==> src/rtl/ps2_key_tracker.sv <==
// ps2_key_tracker
//   Turns the PS/2 set-2 scancode byte stream into level-held movement flags
//   and keeps a sticky game-over status for the register file.
// Ports
//   clock           in   system clock, rising edge
//   ctrl_reset      in   asynchronous active-high reset
//   ps2_key_data    in   [7:0] scancode byte, valid while ps2_key_pressed=1
//   ps2_key_pressed in   one-cycle strobe: new byte on ps2_key_data
//   game_over       in   one-cycle strobe: game has ended
//   move_left       out  A (1C) or left arrow (E0 6B) held
//   move_right      out  D (23) or right arrow (E0 74) held
//   game_status     out  1 from game_over until a space (29) make
module ps2_key_tracker #(
  parameter int PREFIX_TIMEOUT = 1_000_000,
  parameter int HOLD_TIMEOUT   = 50_000_000,
  parameter int CNT_W          = 26
) (
  input  logic       clock,
  input  logic       ctrl_reset,
  input  logic [7:0] ps2_key_data,
  input  logic       ps2_key_pressed,
  input  logic       game_over,
  output logic       move_left,
  output logic       move_right,
  output logic       game_status
);

  typedef enum logic [1:0] {
    IDLE    = 2'd0,
    EXT     = 2'd1,
    BRK     = 2'd2,
    EXT_BRK = 2'd3
  } state_t;

  localparam logic [CNT_W-1:0] CNT_ONE     = CNT_W'(1);
  localparam logic [CNT_W-1:0] PREFIX_LAST = CNT_W'(PREFIX_TIMEOUT - 1);
  localparam logic [CNT_W-1:0] HOLD_LAST   = CNT_W'(HOLD_TIMEOUT - 1);
  localparam logic [CNT_W-1:0] HOLD_MAX    = CNT_W'(HOLD_TIMEOUT);

  state_t           state;
  logic [CNT_W-1:0] idle_cnt;
  logic             h_a, h_la, h_d, h_ra;
  logic             prefix_expire;
  logic             hold_expire;
  logic             space_make;

  // Outputs are ORs of hold flops; no combinational path from inputs.
  assign move_left  = h_a | h_la;
  assign move_right = h_d | h_ra;

  // Timeout events fire on the edge where the counter reaches its limit.
  always_comb begin
    prefix_expire = 1'b0;
    hold_expire   = 1'b0;
    space_make    = 1'b0;
    if (ps2_key_pressed) begin
      space_make = (state == IDLE) && (ps2_key_data == 8'h29);
    end else begin
      prefix_expire = (idle_cnt == PREFIX_LAST);
      hold_expire   = (idle_cnt == HOLD_LAST);
    end
  end

  // Idle counter: cleared by any byte, saturates at the hold timeout.
  always_ff @(posedge clock or posedge ctrl_reset) begin
    if (ctrl_reset) begin
      idle_cnt <= '0;
    end else if (ps2_key_pressed) begin
      idle_cnt <= '0;
    end else if (idle_cnt != HOLD_MAX) begin
      idle_cnt <= idle_cnt + CNT_ONE;
    end else begin
      idle_cnt <= idle_cnt;
    end
  end

  // Scancode FSM and hold bits.
  always_ff @(posedge clock or posedge ctrl_reset) begin
    if (ctrl_reset) begin
      state <= IDLE;
      h_a   <= 1'b0;
      h_la  <= 1'b0;
      h_d   <= 1'b0;
      h_ra  <= 1'b0;
    end else if (ps2_key_pressed) begin
      case (state)
        IDLE: begin
          case (ps2_key_data)
            8'hE0:   state <= EXT;
            8'hF0:   state <= BRK;
            8'h1C:   h_a   <= 1'b1;
            8'h23:   h_d   <= 1'b1;
            default: state <= IDLE;  // space, E1 and unknown bytes
          endcase
        end
        EXT: begin
          case (ps2_key_data)
            8'hF0:   state <= EXT_BRK;
            8'hE0:   state <= EXT;   // repeated prefix keeps waiting
            8'h6B: begin h_la <= 1'b1; state <= IDLE; end
            8'h74: begin h_ra <= 1'b1; state <= IDLE; end
            default: state <= IDLE;
          endcase
        end
        BRK: begin
          // A prefix byte here is malformed; falls into default.
          case (ps2_key_data)
            8'h1C:   h_a <= 1'b0;
            8'h23:   h_d <= 1'b0;
            default: h_a <= h_a;
          endcase
          state <= IDLE;
        end
        EXT_BRK: begin
          case (ps2_key_data)
            8'h6B:   h_la <= 1'b0;
            8'h74:   h_ra <= 1'b0;
            default: h_la <= h_la;
          endcase
          state <= IDLE;
        end
        default: state <= IDLE;
      endcase
    end else begin
      // Abandon a dangling prefix; stuck-key guard releases everything.
      if (prefix_expire) begin
        state <= IDLE;
      end
      if (hold_expire) begin
        h_a  <= 1'b0;
        h_la <= 1'b0;
        h_d  <= 1'b0;
        h_ra <= 1'b0;
      end
    end
  end

  // Sticky game status; a same-cycle game_over beats the space clear.
  always_ff @(posedge clock or posedge ctrl_reset) begin
    if (ctrl_reset) begin
      game_status <= 1'b0;
    end else if (game_over) begin
      game_status <= 1'b1;
    end else if (space_make) begin
      game_status <= 1'b0;
    end else begin
      game_status <= game_status;
    end
  end

endmodule
==> config.mk <==
export PLATFORM = sky130hd
export DESIGN_NAME = ps2_key_tracker
export DESIGN_NICKNAME = d
export VERILOG_FILES = /design/src/rtl/ps2_key_tracker.sv
export SDC_FILE = /design/constraint.sdc
export NUM_CORES = 1
export LEC_CHECK = 0
export CORE_MARGIN = 2
export CORE_UTILIZATION = 50
export CTS_CLUSTER_DIAMETER = 60
export DETAILED_ROUTE_END_ITERATION = 16
export PLACE_DENSITY = 0.7
export SLEW_MARGIN = 5
export SYNTH_ARGS = -nofsm -noshare
export SYNTH_HDL_FRONTEND = slang
export SYNTH_SLANG_ARGS = --single-unit
==> constraint.sdc <==
create_clock -name clock -period 2.45 [get_ports clock]
set_input_delay 0.49 -clock clock [delete_from_list [all_inputs] [get_ports clock]]
set_output_delay 0.49 -clock clock [all_outputs]
set_load 0.05 [all_outputs]
Word-level counts from Yosys, hierarchy flattened
Index checks and enable logic that the tools add are counted. W data, S select, Z words.

Output and inout port bits: 3. Flip-flop bits (word level): 33.

Muxes and demuxes: 29. Eq/ne operators: 24. Reduce and logical (&&, ||, !) cells: 13. Bitwise gates (word level): 2. Add/sub/neg operators: 1.

Operators with widths (number): $mux W26 (2); $add A26 B1 Y26 const B (1); $eq A26 B20 Y1 const B (1); $eq A26 B26 Y1 const B (1); $ne A26 B26 Y1 const B (1); $mux W1 (18); $eq A8 B6 Y1 const B (2); $eq A8 B7 Y1 const B (2); $eq A8 B8 Y1 const B (2); $reduce_and A4 Y1 (4); $ne A3 B3 Y1 const B (5); $ne A3 B2 Y1 const B (4); $pmux W2 S3 (2); $eq A8 B5 Y1 const B (1); $pmux W1 S2 (4); $reduce_bool A2 Y1 (4); $ne A3 B1 Y1 const B (2); $eq A2 B2 Y1 const B (2); $mux W2 (2); $pmux W2 S2 (1); $reduce_or A2 Y1 (2); $eq A2 B1 Y1 const B (1); $logic_not A2 Y1 (1); $or A1 B1 Y1 (2); 2 further kinds (2).

Depth between registers and ports, before layout
Depth after elaboration: 5. Gate-level depth with buffers: 6. Depth with buffers taken out: 5.

Worst setup path after synthesis
No wires, ideal clock.

Kind: register to register. Start point: reg idle_cnt[0]. End point: reg idle_cnt[24]. Buffers on the path: 1. Arrival: 1763 ps. Cell stages (with the launch flop): 7. Period minus slack after synthesis: 1888 ps. Slack: 562 ps. Library setup time: 125 ps. Cell sequence: dfrtp_1 -> ha_1 -> and4_1 -> buf_2 -> nand4_1 -> nor4_1 -> mux2_2.

Longest elaborated chain between the ends: 3.

RTL lines: from (decl) (line 41) `logic [CNT_W-1:0] idle_cnt;`; from (signal assigned) (line 71) `idle_cnt <= idle_cnt + CNT_ONE;`; from (signal assigned) (line 73) `idle_cnt <= idle_cnt;`; $add A26 B1 Y26 (line 71); $mux W26 (line 70) `end else if (idle_cnt != HOLD_MAX) begin`; $mux W26 (line 68) `end else if (ps2_key_pressed) begin`.

Several ways; a longest one is shown, not always the timed one. The select of a mux whose other input is x is not followed. A chain may end at the register's enable or synchronous reset.

Worst setup path after layout
Start point: reg h_a. End point: out move_left.

Longest elaborated chain between the ends: 1.

RTL lines: from (decl) (line 42) `logic h_a, h_la, h_d, h_ra;`; from (signal assigned) (line 81) `h_a <= 1'b0;`; from (signal assigned) (line 91) `8'h1C: h_a <= 1'b1;`; from (signal assigned) (line 108) `8'h1C: h_a <= 1'b0;`; $or A1 B1 Y1 (line 48) `assign move_left = h_a | h_la;`; to (decl) (line 23) `output logic move_left,`.

Every way passes these cells.

==> flow_metrics.tcl <==
set metrics [dict create \
    synth_edf_count 0 \
    die_area_um2 4329 \
    vias_per_cell 6.185 \
    ys_warn_count 0 \
    layout-drive-gt1-share 0.1014 \
    yosysTopAreaCellShare 0.4325 \
    post_synth_main_area_contributors "sky130_fd_sc_hd__dfrtp_1, sky130_fd_sc_hd__nand4_1, sky130_fd_sc_hd__xor2_1" \
    total_routing_usage_gr 0.2289 \
    yosys-top-cells-count "sky130_fd_sc_hd__dfrtp_1, sky130_fd_sc_hd__nor2_1, sky130_fd_sc_hd__a21oi_1, sky130_fd_sc_hd__nand3_1" \
    relSlewSlack 0.6534 \
    placement.io_buffers 14 \
    combPwrFrac 0.094 \
    design_power_total_w 0.001211 \
    synth_seq_cells 33 \
    setup.worst_path.class "reg -> out" \
    drt_wl_total_mm 4.345 \
    vias_in_the_first_global_route 1645 \
    cts-resized-gates 0 \
    final_cell_area_um2 2212 \
    max_cap_violations 0 \
    die_width_um 65.80 \
    power.switching_fraction 0.2292 \
    die_height_um 65.80 \
    num_vias 1639 \
    leakagePower_nw 0.9142 \
    most_repeated_cell_in_the_gate_level_netlist_after_synthesis "sky130_fd_sc_hd__dfrtp_1" \
    fin_crit_sh 0.9011 \
    report.final.setup_viol 0 \
    num-nets-final 230 \
    netlist_instances 199 \
    setup.reg_to_reg.worst_slack_ps 280 \
    finalHoldViolations 0 \
    worstSetupEndpointType "primary output" \
    share_seq_of_total_power 0.466 \
    clock_sinks 33 \
    holdWs_ps 487.1 \
    clk_pin_slew_worst_paths_ps 70 \
    mappedNetlistNets 213 \
    synth-seq-area-share 0.4325 \
    post_cts.repair.setup_buffers 0 \
    placeableCoreArea_um2 3661 \
    core_util_final 0.6042 \
    startpoint_type "flop" \
    initial_core_utilization 0.5215 \
    syn2layout_area_growth_pct 15.86 \
    p_clk_frac 0.440 \
    syn-cell-area_um2 1909 \
    number_of_diodes 0 \
    tns_ps 0 \
    fmax_mhz 453.0 \
    p_int_w 0.0009333 \
    total_cts_buffers 5 \
    min_path_type "reg -> reg" \
    initialDrtViolationCount 91 \
    detailedPlacementHpwl_mm 2.919 \
    cp.arrival_ps 1720 \
    synth_cell_types 46 \
    worst_skew_pair.late_latency_ps 290 \
    postPlaceCellArea_um2 2096 \
    htreeDepth 2 \
    power-per-cell-area_nw_per_um2 547.4 \
    grt-ovfl-total 0 \
    post_cts_hold_buffer_count 0 \
    worst-slew-pin-transition_ps 518.3 \
    rsz0062_at_grt "no" \
    cts_root_buf "sky130_fd_sc_hd__clkbuf_8" \
    drtAntennaViolNets 0 \
    io-pin-count 15 \
    gp_routability_congestion 0.8156 \
    critical_path_required_ps 1960 \
    synth_area_leader_cell "sky130_fd_sc_hd__dfrtp_1" \
    cts_tree "yes" \
    maximum_number_of_pins_on_one_net_before_global_route_repair 34 \
    grt_pass1_wl_mm 7.521 \
    dr.pass1.iters 4 \
    post_synth.cell_area_avg_um2 9.595 \
    power.switching_w 0.0002775 \
    ys_async_sr_fraction 1.000 \
    final-max-slew-violation-count 0 \
    status "finished clean" \
    max_buffers_root_to_sink 2 \
    worst_ir_drop_vdd_v 0.0003915 \
    synth_flop_cell "sky130_fd_sc_hd__dfrtp_1" \
    routed_length_per_instance_um 16.40 \
    finalWorstPathRequiredPeriod_ps 2208 \
    core.rowCount 22 \
    antenna_violations_before_repair 0 \
    timing.critical_path.fanout_max 3 \
    detailed_route_drc_error_count 0 \
    final_skew_ps 10.22 \
]
layout make-up:
type                    count  area (µm²)
clock buffers               7       86.33
clock inverters             1       30.03
fillers                   306        1449
inverters                   4       15.01
multi-input cells         155        1032
flip-flops and latches     33       825.8
well taps                  48       60.06
repair buffers             17       162.7
routing by layer:
metal	vias up	track usage	part of all wire
li1	779	-	-
met1	804	0.2904	0.45
met2	49	0.3725	0.48
met3	7	0.06474	0.060
met4	0	0.08073	0.013
met5	-	0	0
path summary, 6_finish.rpt:
kind / start / endpoint / cells past startpoint
worst max-delay path: h_a / move_left / 2
worst min-delay path: game_status / game_status / 1
worst max register to register: idle_cnt[0] / idle_cnt[24] / 5
worst min register to register: game_status / game_status / 1
max in group asynchronous: ctrl_reset / idle_cnt[5] / 3
min in group asynchronous: ctrl_reset / h_la / 3
cell families (layout without fill, tap and decap cells):
family | after synthesis | count (layout) | synth area share
simple gates | 103 | 103 | 0.3303
flops | 33 | 33 | 0.4325
compound gates | 32 | 32 | 0.1075
buf+inv | 11 | 29 | 0.02687
xor+xnor | 10 | 10 | 0.04587
mux | 8 | 8 | 0.04391
fa+ha+maj | 2 | 2 | 0.01310
through the flow:
stage          setup slack, ps  cells
2_1_floorplan            562.2    199
3_3_place_gp             260.4    257
3_5_place_dp             200.4    257
4_1_cts                  239.1    265
5_1_grt                  192.7    265
6_report                 242.4    265
worst max-delay path: stages, from the launching register on:
cell                              delay, ps
sky130_fd_sc_hd__dfrtp_1                390
sky130_fd_sc_hd__or2_2                  310
sky130_fd_sc_hd__clkdlybuf4s50_1        720
state kept, by name, summed over array words and instances, names as in the netlist:
signal,count
state,2
h_a,1
h_ra,1
game_status,1
h_d,1
h_la,1
idle_cnt,26
cell usage in the layout, fill, tap and decap left out, types with 2 or more instances in the layout:
| cell | instances |
|---|---|
| sky130_fd_sc_hd__or4_1 | 4 |
| sky130_fd_sc_hd__nor2_1 | 15 |
| sky130_fd_sc_hd__a41oi_1 | 2 |
| sky130_fd_sc_hd__ha_1 | 2 |
| sky130_fd_sc_hd__a21o_1 | 5 |
| sky130_fd_sc_hd__and4_1 | 3 |
| sky130_fd_sc_hd__nor3_1 | 6 |
| sky130_fd_sc_hd__nand2b_1 | 4 |
| sky130_fd_sc_hd__nand4_1 | 10 |
| sky130_fd_sc_hd__nand2_1 | 10 |
| sky130_fd_sc_hd__mux2_2 | 3 |
| sky130_fd_sc_hd__nor4_1 | 7 |
| sky130_fd_sc_hd__nor2b_1 | 5 |
| sky130_fd_sc_hd__xnor2_1 | 3 |
| sky130_fd_sc_hd__nand4b_1 | 2 |
| sky130_fd_sc_hd__inv_1 | 4 |
| sky130_fd_sc_hd__or3_1 | 7 |
| sky130_fd_sc_hd__a21oi_1 | 11 |
| sky130_fd_sc_hd__o21ai_0 | 6 |
| sky130_fd_sc_hd__or2_2 | 3 |
| sky130_fd_sc_hd__xor2_1 | 7 |
| sky130_fd_sc_hd__nand3_1 | 11 |
| sky130_fd_sc_hd__clkbuf_8 | 6 |
| sky130_fd_sc_hd__mux2i_1 | 5 |
| sky130_fd_sc_hd__dfrtp_1 | 33 |
| sky130_fd_sc_hd__clkdlybuf4s50_1 | 14 |
| sky130_fd_sc_hd__buf_4 | 3 |
| sky130_fd_sc_hd__nor4bb_1 | 3 |
| sky130_fd_sc_hd__nand4bb_1 | 2 |
| sky130_fd_sc_hd__o31ai_1 | 4 |
power groups by stage:
stage / Combinational, W / Clock [W] / Sequential [W]
finish: 0.000114 / 0.000533 / 0.000564
global route: 0.000124 / 0.000581 / 0.000564
CTS: 0.000115 / 0.000549 / 0.000563
detailed placement: 0.000115 / 0 / 0.000574
global placement: 0.000110 / 0 / 0.000573
floorplan: 0.0000684 / 0 / 0.000572
Power figures use the tool's default switching activity.
